`config.mk`:
```
export PLATFORM = sky130hd
export DESIGN_NAME = ps2_key_rx_flat
export DESIGN_NICKNAME = d
export VERILOG_FILES = /design/src/rtl/ps2_key_rx_if.sv /design/src/rtl/ps2_key_rx.sv /design/src/flat_wrapper.sv
export SDC_FILE = /design/constraint.sdc
export NUM_CORES = 1
export LEC_CHECK = 0
export CAP_MARGIN = 20
export CORE_MARGIN = 10
export CORE_UTILIZATION = 35
export DETAILED_ROUTE_END_ITERATION = 6
export PLACE_DENSITY_LB_ADDON = 0.12
export SLEW_MARGIN = 20
export SYNTH_ARGS = -nofsm -noshare
export SYNTH_HDL_FRONTEND = slang
export SYNTH_SLANG_ARGS = --single-unit
```
`constraint.sdc`:
```
create_clock -name clk -period 2.3 [get_ports clk]
set_clock_uncertainty 0.15 [all_clocks]
set_input_delay 0.23 -clock clk [delete_from_list [all_inputs] [get_ports clk]]
set_output_delay 0.23 -clock clk [all_outputs]
set_load 0.01 [all_outputs]
```
`src/rtl/ps2_key_rx_if.sv`:
```
`default_nettype none
// +----------------------------------------------------------------------+
// | Module   : ps2_key_rx_if                                              |
// | Brief    : Scan-code result bundle from the PS/2 receiver to the      |
// |            game control logic.                                        |
// | Revision : 1.0 - initial release                                      |
// +----------------------------------------------------------------------+
interface ps2_key_rx_if;
   logic [15:0] xkey;
   logic        key_valid;
   logic        frame_err;
   logic [3:0]  key_hold;

   // Receiver side drives the results
   modport master (output xkey, key_valid, frame_err, key_hold);

   // Game logic side consumes them
   modport slave  (input  xkey, key_valid, frame_err, key_hold);
endinterface
`default_nettype wire

```
`src/rtl/ps2_key_rx.sv`:
```
`default_nettype none
// +----------------------------------------------------------------------+
// | Module   : ps2_key_rx                                                 |
// | Brief    : PS/2 keyboard frame receiver. Synchronizes and filters the |
// |            PS/2 pins, decodes 11-bit frames, keeps the last two bytes |
// |            in xkey and flags parity/stop/timeout errors.              |
// |            Optional held-arrow tracking: define PS2_KEY_HOLD_EN.      |
// | Revision : 1.0 - initial release                                      |
// +----------------------------------------------------------------------+
module ps2_key_rx #(
   parameter int FILTER_LEN  = 8,
   parameter int TIMEOUT_CYC = 10000
) (
   input  wire logic     clk,
   input  wire logic     rst_n,
   input  wire logic     ps2_clk,
   input  wire logic     ps2_data,
   ps2_key_rx_if.master  key_if
);

   localparam int c_fcnt_w = (FILTER_LEN  > 2) ? $clog2(FILTER_LEN)  : 1;
   localparam int c_tcnt_w = (TIMEOUT_CYC > 2) ? $clog2(TIMEOUT_CYC) : 1;
   localparam logic [c_fcnt_w-1:0] c_fcnt_max = c_fcnt_w'(FILTER_LEN - 1);
   localparam logic [c_tcnt_w-1:0] c_tcnt_max = c_tcnt_w'(TIMEOUT_CYC - 1);

   typedef enum logic [1:0] {
      S_IDLE   = 2'd0,
      S_DATA   = 2'd1,
      S_PARITY = 2'd2,
      S_STOP   = 2'd3
   } state_t;

   state_t                r_state;
   state_t                w_state_nxt;
   logic                  r_clk_s1, r_clk_s2;
   logic                  r_dat_s1, r_dat_s2;
   logic                  r_filt;
   logic [c_fcnt_w-1:0]   r_fcnt;
   logic [c_tcnt_w-1:0]   r_tcnt;
   logic [7:0]            r_shreg;
   logic [2:0]            r_bit_cnt;
   logic                  r_par;
   logic [15:0]           r_xkey;
   logic                  r_key_valid;
   logic                  r_frame_err;
   logic                  w_flip;
   logic                  w_fall;
   logic                  w_tout;
   logic                  w_commit;
   logic                  w_err;

   // Two-stage synchronizers for both asynchronous PS/2 pins
   always_ff @(posedge clk or negedge rst_n) begin
      if (!rst_n) begin
         r_clk_s1 <= 1'b0;
         r_clk_s2 <= 1'b0;
         r_dat_s1 <= 1'b0;
         r_dat_s2 <= 1'b0;
      end else begin
         r_clk_s1 <= ps2_clk;
         r_clk_s2 <= r_clk_s1;
         r_dat_s1 <= ps2_data;
         r_dat_s2 <= r_dat_s1;
      end
   end

   // The filtered level starts low, so a fall requires seeing the line high first
   assign w_flip = (r_clk_s2 != r_filt) && (r_fcnt == c_fcnt_max);
   assign w_fall = w_flip && r_filt;

   // Stability filter: flip only after FILTER_LEN consecutive differing samples
   always_ff @(posedge clk or negedge rst_n) begin
      if (!rst_n) begin
         r_filt <= 1'b0;
         r_fcnt <= '0;
      end else if (r_clk_s2 == r_filt) begin
         r_fcnt <= '0;
      end else if (w_flip) begin
         r_filt <= r_clk_s2;
         r_fcnt <= '0;
      end else begin
         r_fcnt <= r_fcnt + 1'b1;
      end
   end

   // A fall event in the same cycle beats the timeout
   assign w_tout = (r_state != S_IDLE) && !w_fall && (r_tcnt == c_tcnt_max);

   // Mid-frame watchdog: held at zero in IDLE, cleared by every fall event
   always_ff @(posedge clk or negedge rst_n) begin
      if (!rst_n) begin
         r_tcnt <= '0;
      end else if ((r_state == S_IDLE) || w_fall || w_tout) begin
         r_tcnt <= '0;
      end else begin
         r_tcnt <= r_tcnt + 1'b1;
      end
   end

   // FSM state register
   always_ff @(posedge clk or negedge rst_n) begin
      if (!rst_n) begin
         r_state <= S_IDLE;
      end else begin
         r_state <= w_state_nxt;
      end
   end

   // FSM next state plus commit/error decisions at the stop bit
   always_comb begin
      w_state_nxt = r_state;
      w_commit    = 1'b0;
      w_err       = 1'b0;
      if (w_tout) begin
         w_state_nxt = S_IDLE;
         w_err       = 1'b1;
      end else if (w_fall) begin
         case (r_state)
            S_IDLE:   if (!r_dat_s2) w_state_nxt = S_DATA;
            S_DATA:   if (r_bit_cnt == 3'd7) w_state_nxt = S_PARITY;
            S_PARITY: w_state_nxt = S_STOP;
            S_STOP: begin
               w_state_nxt = S_IDLE;
               if (r_dat_s2 && (^{r_shreg, r_par})) begin
                  w_commit = 1'b1;
               end else begin
                  w_err = 1'b1;
               end
            end
            default:  w_state_nxt = S_IDLE;
         endcase
      end
   end

   // Frame datapath: LSB-first shift of data bits and parity capture
   always_ff @(posedge clk or negedge rst_n) begin
      if (!rst_n) begin
         r_shreg   <= '0;
         r_bit_cnt <= '0;
         r_par     <= 1'b0;
      end else if (w_fall) begin
         case (r_state)
            S_IDLE:   r_bit_cnt <= '0;
            S_DATA: begin
               r_shreg   <= {r_dat_s2, r_shreg[7:1]};
               r_bit_cnt <= r_bit_cnt + 1'b1;
            end
            S_PARITY: r_par <= r_dat_s2;
            default:  ;
         endcase
      end
   end

   // Result registers: history update and one-cycle pulses, one clk after the stop sample
   always_ff @(posedge clk or negedge rst_n) begin
      if (!rst_n) begin
         r_xkey      <= '0;
         r_key_valid <= 1'b0;
         r_frame_err <= 1'b0;
      end else begin
         r_key_valid <= w_commit;
         r_frame_err <= w_err;
         if (w_commit) begin
            r_xkey <= {r_xkey[7:0], r_shreg};
         end
      end
   end

   assign key_if.xkey      = r_xkey;
   assign key_if.key_valid = r_key_valid;
   assign key_if.frame_err = r_frame_err;

`ifdef PS2_KEY_HOLD_EN
   logic       r_brk;
   logic       r_ext;
   logic [3:0] r_hold;

   // Held-arrow tracking; prefixes arm flags, the next real byte consumes them
   always_ff @(posedge clk or negedge rst_n) begin
      if (!rst_n) begin
         r_brk  <= 1'b0;
         r_ext  <= 1'b0;
         r_hold <= '0;
      end else if (w_err) begin
         r_brk <= 1'b0;
         r_ext <= 1'b0;
      end else if (w_commit) begin
         if (r_shreg == 8'hF0) begin
            r_brk <= 1'b1;
         end else if (r_shreg == 8'hE0) begin
            r_ext <= 1'b1;
         end else begin
            r_brk <= 1'b0;
            r_ext <= 1'b0;
            case (r_shreg)
               8'h6B:   r_hold[0] <= !r_brk;
               8'h74:   r_hold[1] <= !r_brk;
               8'h75:   r_hold[2] <= !r_brk;
               8'h72:   r_hold[3] <= !r_brk;
               default: ;
            endcase
         end
      end
   end

   assign key_if.key_hold = r_hold;
`else
   assign key_if.key_hold = 4'b0000;
`endif

endmodule
`default_nettype wire

```
`src/flat_wrapper.sv`:
```
// flat-port wrapper written by rule: the top's interface ports become plain ports
module ps2_key_rx_flat 
#(
   parameter int FILTER_LEN  = 8,
   parameter int TIMEOUT_CYC = 10000
)
  (clk, rst_n, ps2_clk, ps2_data, key_if_xkey, key_if_key_valid, key_if_frame_err, key_if_key_hold);
  ps2_key_rx_if key_if_i ();
  input  wire logic clk;
  input  wire logic rst_n;
  input  wire logic ps2_clk;
  input  wire logic ps2_data;
  output wire logic [$bits(key_if_i.xkey)-1:0] key_if_xkey;
  output wire logic [$bits(key_if_i.key_valid)-1:0] key_if_key_valid;
  output wire logic [$bits(key_if_i.frame_err)-1:0] key_if_frame_err;
  output wire logic [$bits(key_if_i.key_hold)-1:0] key_if_key_hold;
  assign key_if_xkey = key_if_i.xkey;
  assign key_if_key_valid = key_if_i.key_valid;
  assign key_if_frame_err = key_if_i.frame_err;
  assign key_if_key_hold = key_if_i.key_hold;
  ps2_key_rx #(.FILTER_LEN(FILTER_LEN), .TIMEOUT_CYC(TIMEOUT_CYC)) u_core (.clk(clk), .rst_n(rst_n), .ps2_clk(ps2_clk), .ps2_data(ps2_data), .key_if(key_if_i));
endmodule
```
# Word level (Yosys, flattened, before mapping)
# Cells that the tools add are included.
# W data, S select, Z words.
# classes
reduce_logical	18
add_sub_neg	3
bitwise_logic	1
n_mux	17
n_eq_ne	10
# ops
op	n
$add A14 B1 Y14 const B	1
$eq A14 B14 Y1 const B	1
$mux W14	1
$reduce_xor A9 Y1	1
$mux W1	8
$mux W2	4
$pmux W2 S4	1
$reduce_and A2 Y1	4
$add A3 B1 Y3 const B	2
$eq A3 B3 Y1 const B	2
$mux W3	2
$pmux W3 S2	1
$reduce_bool A2 Y1	3
$logic_and A1 B1 Y1	5
$eq A2 B2 Y1 const B	2
$ne A3 B1 Y1 const B	1
$ne A3 B3 Y1 const B	1
$reduce_and A3 Y1	1
$eq A2 B1 Y1 const B	1
$logic_not A2 Y1	1
$logic_or A1 B1 Y1	2
$eq A1 B1 Y1	1
$logic_not A1 Y1	1
$ne A1 B1 Y1	1
$not A1 Y1	1
# totals
regBits	54
output_inout_bits	22
wordCells	63
inputBits	4

# Longest topological paths before layout
# Gate-level depths: netlist (run 1).
# depth
word_depth	8
mapped_depth	8
mapped_depth_nobuf	7

# Least setup slack after synthesis (run 1)
# OpenSTA, ideal clock, no wires.
# synth_timing
path_kind	register -> register
start	register u_core.r_shreg[1]
end	register u_core.r_xkey[10] (netlist: u_core.key_if.xkey[10])
n_path_buf	2
path_stages_with_launch	8
setup_time_ps	125
t_required_ps	2025
synth_period_minus_slack_ps	2145
path_slack_ps	155
t_arrival_ps	1869
cell_sequence	dfrtp_1 -> xnor2_1 -> xnor3_1 -> xnor2_1 -> and4_1 -> buf_6 -> buf_12 -> mux2_4
# synth_between
elab_chain_cells	6
# synth_lines
element	line	rtl
start: declaration	ps2_key_rx.sv:40	logic [7:0] r_shreg;
start signal: assignment	ps2_key_rx.sv:145	r_shreg <= {r_dat_s2, r_shreg[7:1]};
$reduce_xor A9 Y1	ps2_key_rx.sv:124	if (r_dat_s2 && (^{r_shreg, r_par})) begin
$logic_and A1 B1 Y1	ps2_key_rx.sv:124	
$mux W1	ps2_key_rx.sv:124	
$mux W1	ps2_key_rx.sv:118	case (r_state)
$mux W1	ps2_key_rx.sv:117	end else if (w_fall) begin
$mux W1	ps2_key_rx.sv:114	if (w_tout) begin
via u_core.w_commit	ps2_key_rx.sv:49	logic w_commit;
end signal: assignment	ps2_key_rx.sv:164	r_xkey <= {r_xkey[7:0], r_shreg};
end: declaration	ps2_key_rx.sv:43	logic [15:0] r_xkey;
# The timed path passes the listed nets, and every way through them passes these cells.
# A chain may end at the register's enable or synchronous reset.

# Final worst setup path (run 1)
# layout_timing
start	register u_core.r_shreg[3]
end	register u_core.r_xkey[0] (netlist: u_core.key_if.xkey[0])
# layout_between
elab_chain_cells	6
# layout_lines
element	line
$reduce_xor A9 Y1	ps2_key_rx.sv:124
$logic_and A1 B1 Y1	ps2_key_rx.sv:124
$mux W1	ps2_key_rx.sv:124
$mux W1	ps2_key_rx.sv:118
$mux W1	ps2_key_rx.sv:117
$mux W1	ps2_key_rx.sv:114
# No other way between the ends.

==> flow_summary.toml, run 1 <==
[cts]
clockRootBuffer = "clkbuf_8"
worstSkewPairLatency_ns = 0.30
clkTransAtPathRegs_ns = 0.10
tritoncts = "done"
cts-htree-levels = 2
cts.sinks = 54
cts_buffer_depth = 2
cts_buffers = 5

[synth]
yosysMostFrequentCell = "dfrtp_1"
ys_top_cells_by_count = "dfrtp_1 (54), mux2_2 (17), nor2_1 (12)"
synth_area_mm2 = 0.00238
synth.area.top_cells = "dfrtp_1 (57%), mux2_2 (8.0%), mux2_4 (5.7%)"
synthDistinctLibCells = 30
synthFlopType = "dfrtp_1"
ys_ff_latch = 54
synth_cells = 180
yosysWarningCount = 0
synth-edff-count = 0
async_reset_ff_share_pct = 100
synth_top_area_share_pct = 56.8
yosysSeqAreaShare_pct = 56.8
yosys.area.top_type = "dfrtp_1"
synth_area_per_cell_um2 = 13.2

[critical_path]
critPathCaptureType = "flop"
worst_ep_arrival_time_ns = 2.26
critPathSlowestCell = "xnor3_1"
start_kind = "flop"
reg2reg_from = "u_core.r_shreg[3]$_DFFE_PN0P_"
r2r_cells = 6
cp_num_buf_inv = 1
rrSetupSlack_ns = 0.08
worstSetupPathType = "reg -> reg"
critical-path-top-delay-family = "XOR/XNOR gates"
cp_cell_sequence = "xnor2_1 > xnor3_1 > xnor2_2 > and4_4 > buf_12 > mux2_2"
cp_max_fo = 9
cp.required_ns = 2.34
r2r_end = "u_core.key_if.xkey[0]$_DFFE_PN0P_"
slowest_delay_ns = 0.45

[global_route]
antenna_found_initial = 0
grt_max_degree = 29
grt_pass1_vias = 1446
grt.overflow.total = 0
track_usage_pct = 8.39
grt_pass1_wl_mm = 7.06

[sta]
hold_violations = 0
worst_slew_pin_slew_ns = 0.627
period_needed_ns = 2.22
timing.slew.headroom_pct = 58.2
whs_ns = 0.207
finalSetupViolCount = 0
rsz0062_at_grt = "yes"
max_freq_mhz = 451
drv_slew = 0
finalCritPeriodShare_pct = 96.4

[floorplan]
die_h_um = 102
fp.dieW_um = 102
design.die.area_mm2 = 0.0105
start_util_pct = 35.4
core.rowCount = 30
pin_count = 26
core_area_mm2 = 0.00672

[power_and_ir_drop]
p_leak_nw = 1.34
ir_worst_vdd_mv = 0.223
power_density_mw_per_mm2 = 562

[routing]
firstDrtPassIters = 4
routed_wl_mm = 4.18
route.vias.total = 1405
drc = 0
drt_iter0_markers = 27
drt-vias-per-instance = 4.80
wire_per_inst_um = 14.3
ant_nets = 0

[placement]
numPlacedInstances = 280
place_hpwl_mm = 3.00
gp_congestion = 0.860
port_buffers = 21
placed_cell_area_mm2 = 0.00268

[layout]
drive_above_1_share_pct = 21.1
nNetsFinal = 226
nFillCells = 602
area_growth_pct = 19.3
stdcell_count = 293
antennaDiodeCount = 0
finalInstanceArea_mm2 = 0.00284

[min_path]
hold_path_end = "u_core.r_clk_s2$_DFF_PN0_"
hp-class = "reg -> reg"
hold_depth = 0
worstHoldStart = "u_core.r_clk_s1$_DFF_PN0_"

[outcome]
status = "finished clean"

[job]
maxCapViolations = 0
[cell families (layout without fill, tap and decap cells)]
| kind of cell | count (synthesis) | in the layout | share of synthesized area, % |
|---|---|---|---|
| AO/OA/AOI/OAI | 14 | 14 | 3.89 |
| other | 1 | 4 | 0.157 |
| adder cells (fa/ha/maj) | 10 | 10 | 5.25 |
| flip-flops | 54 | 54 | 56.8 |
| XOR/XNOR | 18 | 18 | 7.20 |
| buffers and inverters | 12 | 42 | 3.52 |
| AND/OR/NAND/NOR | 45 | 45 | 9.51 |
| multiplexers | 26 | 26 | 13.7 |
[worst register-to-register path, stage by stage (launching register included)]
cell,delay [ns]
dfrtp_1,0.43
xnor2_1,0.16
xnor3_1,0.45
xnor2_2,0.16
and4_4,0.28
buf_12,0.14
mux2_2,0.33
[per-layer routing]
| metal | GRT usage (%) | routed length (um) | vias to the layer above |
|---|---|---|---|
| li1 | - | - | 682 |
| met1 | 10.8 | 2040 | 691 |
| met2 | 12.4 | 1850 | 28 |
| met3 | 3.25 | 245 | 4 |
| met4 | 3.25 | 44 | 0 |
| met5 | 0 | 0 | - |
[metrics by stage]
| step | util [%] | TNS [ns] | power (mW) | worst slack, ns |
|---|---|---|---|---|
| 2_1_floorplan | - | 0 | 1.07 | 0.155 |
| 3_3_place_gp | 39.9 | 0 | 1.09 | 0.107 |
| 3_5_place_dp | 39.9 | 0 | 1.10 | 0.0519 |
| 4_1_cts | 41.4 | 0 | 1.63 | 0.0167 |
| 5_1_grt | 42.3 | -0.349 | 1.69 | -0.0355 |
| 6_report | 42.3 | 0 | 1.60 | 0.0825 |
[cells in the final DEF (no fill, tap or decap), drive strengths merged, types with 8 or more instances in the layout]
master         instances
clkdlybuf4s50         20
dfrtp                 54
xnor2                 10
ha                    10
nand2                 11
buf                    8
nor2                  12
mux2                  26
[sequential cells by signal, indices dropped and copies added (netlist names), 2 cells and up]
signal,flops
u_core.r_tcnt,14
u_core.key_if.xkey,16
u_core.r_state,2
u_core.r_bit_cnt,3
u_core.r_fcnt,3
u_core.r_shreg,8
[where the power goes]
part / total (mW) / switching [mW] / internal (mW) / leakage [nW]
combinational: 0.0856 / 0.0468 / 0.0388 / 0.555
sequential: 0.997 / 0.0167 / 0.980 / 0.743
clock: 0.516 / 0.300 / 0.216 / 0.0452
total: 1.60 / 0.363 / 1.23 / 1.34
[how the worst max path moves through the flow]
stage	slack, ns	end	startpoint	depth (start not counted)
2_1_floorplan	0.16	u_core.key_if.xkey[10]$_DFFE_PN0P_	u_core.r_shreg[1]$_DFFE_PN0P_	7
6_report	0.08	u_core.key_if.xkey[0]$_DFFE_PN0P_	u_core.r_shreg[3]$_DFFE_PN0P_	6
3_5_place_dp	0.05	u_core.key_if.xkey[15]$_DFFE_PN0P_	u_core.r_shreg[1]$_DFFE_PN0P_	6
3_3_place_gp	0.11	u_core.key_if.xkey[13]$_DFFE_PN0P_	u_core.r_shreg[1]$_DFFE_PN0P_	6
4_1_cts	0.02	u_core.key_if.xkey[0]$_DFFE_PN0P_	u_core.r_shreg[1]$_DFFE_PN0P_	6
5_1_grt	-0.04	u_core.key_if.xkey[2]$_DFFE_PN0P_	u_core.r_shreg[3]$_DFFE_PN0P_	6
[area by class of cell]
cell class                 instances  area, um2  share of cell area [%]
sequential                        54       1350                    47.6
multi-input combinational        117        971                    34.2
clock buffer                       6       72.6                    2.55
inverter                           4       15.0                   0.528
timing repair buffer              30        318                    11.2
tap                               80        100                    3.52
clock inverter                     2       13.8                   0.484
[what timing repair did]
action | CTS | global route
gates resized for setup | 0 | 3
endpoints found under the hold margin | 26 | 0
buffers inserted | 0 | 3
endpoints found under the setup margin | 0 | 16
hold buffers | 1 | 0
Note: power is estimated with default switching activity, not from simulation.
==> run 2: changes to the inputs <==
- ABC_AREA: unset -> 1
- SLEW_MARGIN: 20 -> unset
==> run 2 against run 1 <==
Cell area grew 7.4%. Setup slack gained 0.27 ns. Combinational power grew 17%. Fmax grew 14%. Global-route usage grew 1.4 points. Die area grew 8.6%. Via count grew 44%. Critical path depth grew 4. Area after synthesis grew 11%. Synthesized cell count grew 75%. First-iteration DRC count grew 41%. Register-to-register slack gained 0.27 ns. Critical path type unchanged. Largest cell class unchanged. Highest routed layer unchanged.
==> flow_summary.toml, run 2 <==
[synth]
yosysMostFrequentCell = "nand2_1"
yosys.area.top_type = "dfrtp_1"
synth_compound_area_share_pct = 5.46
synth-simple-area-share_pct = 30.5
synthAdderAreaFrac_pct = 4.74
synthDistinctLibCells = 28
synth_cells = 315
synth-edff-count = 0
synth_top_family_by_area = "simple AND/OR/NAND/NOR gates"
synthMuxAreaShare_pct = 0
synth_area_per_cell_um2 = 8.37
synth_top_area_share_pct = 51.2
synthFlopType = "dfrtp_1"
async_reset_ff_share_pct = 100
yosysWarningCount = 0
yosysSeqAreaShare_pct = 51.2
synth_area_mm2 = 0.00264
ys_ff_latch = 54
ys_top_cells_by_count = "nand2_1 (105), dfrtp_1 (54), inv_1 (34)"
synth.area.top_cells = "dfrtp_1 (51%), nand2_1 (15%), inv_1 (4.8%)"
synth-xor-area-share_pct = 0.332

[layout]
antennaDiodeCount = 0
largest_reg_flops = 16
drive_above_1_share_pct = 7.31
nNetsFinal = 355
area_growth_pct = 15.7
postLayoutCoreUtil_pct = 41.9
layout_commonest_cell = "nand2_1"
stdcell_count = 441
final_cell_mix = "nand2_1 (105), dfrtp_1 (54), inv_1 (34)"

[global_route]
grt.overflow.total = 0
track_usage_pct = 9.76
grt_pass1_vias = 2017
grt_pass1_wl_mm = 9.29
grt_max_degree = 25
antenna_found_initial = 0

[sta]
setup_tns_ns = 0
max_freq_mhz = 513
hold_violations = 0
drv_slew = 0
timing.slew.headroom_pct = 66.2
period_needed_ns = 1.95
finalCritPeriodShare_pct = 84.8
setup_slack_ns = 0.350
worst_slew_pin_slew_ns = 0.507
finalSetupViolCount = 0
rsz0062_at_grt = "no"

[power_and_ir_drop]
ir_worst_vdd_mv = 0.330
seq_power_share_pct = 60.9
clkPwrFrac_pct = 33.0
power_switching_uw = 373
combPwrFrac_pct = 6.1
switching_share_pct = 22.8
p_leak_nw = 1.56
p_int_mw = 1.26
power_density_mw_per_mm2 = 536

[routing]
ant_nets = 0
routed_wl_mm = 5.25
drt-vias-per-instance = 4.59
drc = 0
firstDrtPassIters = 4
route.vias.total = 2022
wire_per_inst_um = 11.9
drt_iter0_markers = 38

[placement]
place_hpwl_mm = 3.97
numPlacedInstances = 432
dp_slack_ns = 0.320
port_buffers = 21
gp_congestion = 0.824

[cts]
clockRootBuffer = "clkbuf_8"
tritoncts = "done"
cts_buffers = 5
cts_buffer_depth = 2
cts.sinks = 54
clkTransAtPathRegs_ns = 0.09
cts-htree-levels = 2
worstSkewPairLatency_ns = 0.31
postCtsSetupBuffers = 0

[floorplan]
core_area_mm2 = 0.00729
design.die.area_mm2 = 0.0114
fp.dieW_um = 107
pin_count = 26
die_h_um = 107
start_util_pct = 36.2
core.rowCount = 31

[critical_path]
cp_cell_sequence = "ha_1 > ha_1 > nand2_2 > nand2_1 > inv_1 > nand3_1 > nand2_1 > nand2_1 > nand2_1 > o21ai_0"
r2r_cells = 10
worst_ep_arrival_time_ns = 1.99
slowest_delay_ns = 0.39
critPathCaptureType = "flop"
cp_max_fo = 5
cp.required_ns = 2.34
start_kind = "flop"
critPathSlowestCell = "dfrtp_1"
worstSetupPathType = "reg -> reg"
rrSetupSlack_ns = 0.35
crit_path_frequent_cell = "nand2_1"
reg2reg_from = "u_core.r_fcnt[0]$_DFF_PN0_"
r2r_end = "u_core.r_state[1]$_DFFE_PN0P_"

[min_path]
hold_path_end = "u_core.r_clk_s2$_DFF_PN0_"
hold_depth = 0
hp-class = "reg -> reg"
worstHoldStart = "u_core.r_clk_s1$_DFF_PN0_"

[job]
maxCapViolations = 0

[outcome]
status = "finished clean"
==> run 2: kinds of logic after synthesis <==
group	count (synthesis)
other cells	1
buf+inv	45
flops	54
fa+ha+maj	10
compound gates	27
simple gates	177
xor+xnor	1
==> run 2: timing repair <==
item,in CTS,in global routing
resized for setup,0,0
hold buffers,1,0
endpoints found under the setup margin,0,0
hold endpoints to repair,18,0
==> run 2: routing by layer <==
layer | wire length (um) | GRT usage (%)
met1 | 2490 | 11.7
met2 | 2460 | 16.5
met3 | 211 | 2.22
met4 | 89 | 4.06
met5 | 0 | 0
==> run 2: final cells by class <==
cell class	instances	area [um2]
Clock buffer	7	86.3
Clock inverter	1	5.00
Fill cell	782	4240
Inverter	35	131
Multi-Input combinational cell	219	1100
Sequential cell	54	1350
Tap cell	99	124
Timing Repair Buffer	26	258
==> run 2: worst max-delay path: cells and delay by family (launching register included) <==
kind            cells  cell delay, ns
fa+ha+maj           2            0.43
simple gates        6            0.70
buf+inv             1            0.10
compound gates      1            0.08
flops               1            0.39
==> run 2: metrics by stage <==
stage	area [um2]	hold slack, ns	total power, mW
detailed placement	2950	0.0869	1.12
floorplan	2650	-0.216	1.08
finish	3050	0.205	1.64
global placement	2950	0.0807	1.11
CTS	3050	0.188	1.67
global route	3050	0.211	1.72
==> run 2: power groups by stage <==
stage	registers [mW]	clock network [mW]	logic (mW)
2_1_floorplan	1.01	0	0.0649
3_3_place_gp	1.02	0	0.0999
3_5_place_dp	1.02	0	0.103
4_1_cts	0.997	0.573	0.104
5_1_grt	1.00	0.601	0.119
6_report	0.996	0.540	0.100
==> run 2: worst max-delay path by stage <==
stage	from	endpoint	slack [ns]	cells after the start
final	u_core.r_fcnt[0]$_DFF_PN0_	u_core.r_state[1]$_DFFE_PN0P_	0.35	10
after CTS	u_core.r_fcnt[0]$_DFF_PN0_	u_core.r_state[1]$_DFFE_PN0P_	0.31	10
after detailed placement	u_core.r_fcnt[0]$_DFF_PN0_	u_core.r_state[1]$_DFFE_PN0P_	0.32	10
after global placement	u_core.r_fcnt[0]$_DFF_PN0_	u_core.r_state[1]$_DFFE_PN0P_	0.34	10
after global routing	u_core.r_fcnt[0]$_DFF_PN0_	u_core.r_state[0]$_DFFE_PN0P_	0.15	10
after floorplan	u_core.r_fcnt[0]$_DFF_PN0_	u_core.r_shreg[2]$_DFFE_PN0P_	0.52	7
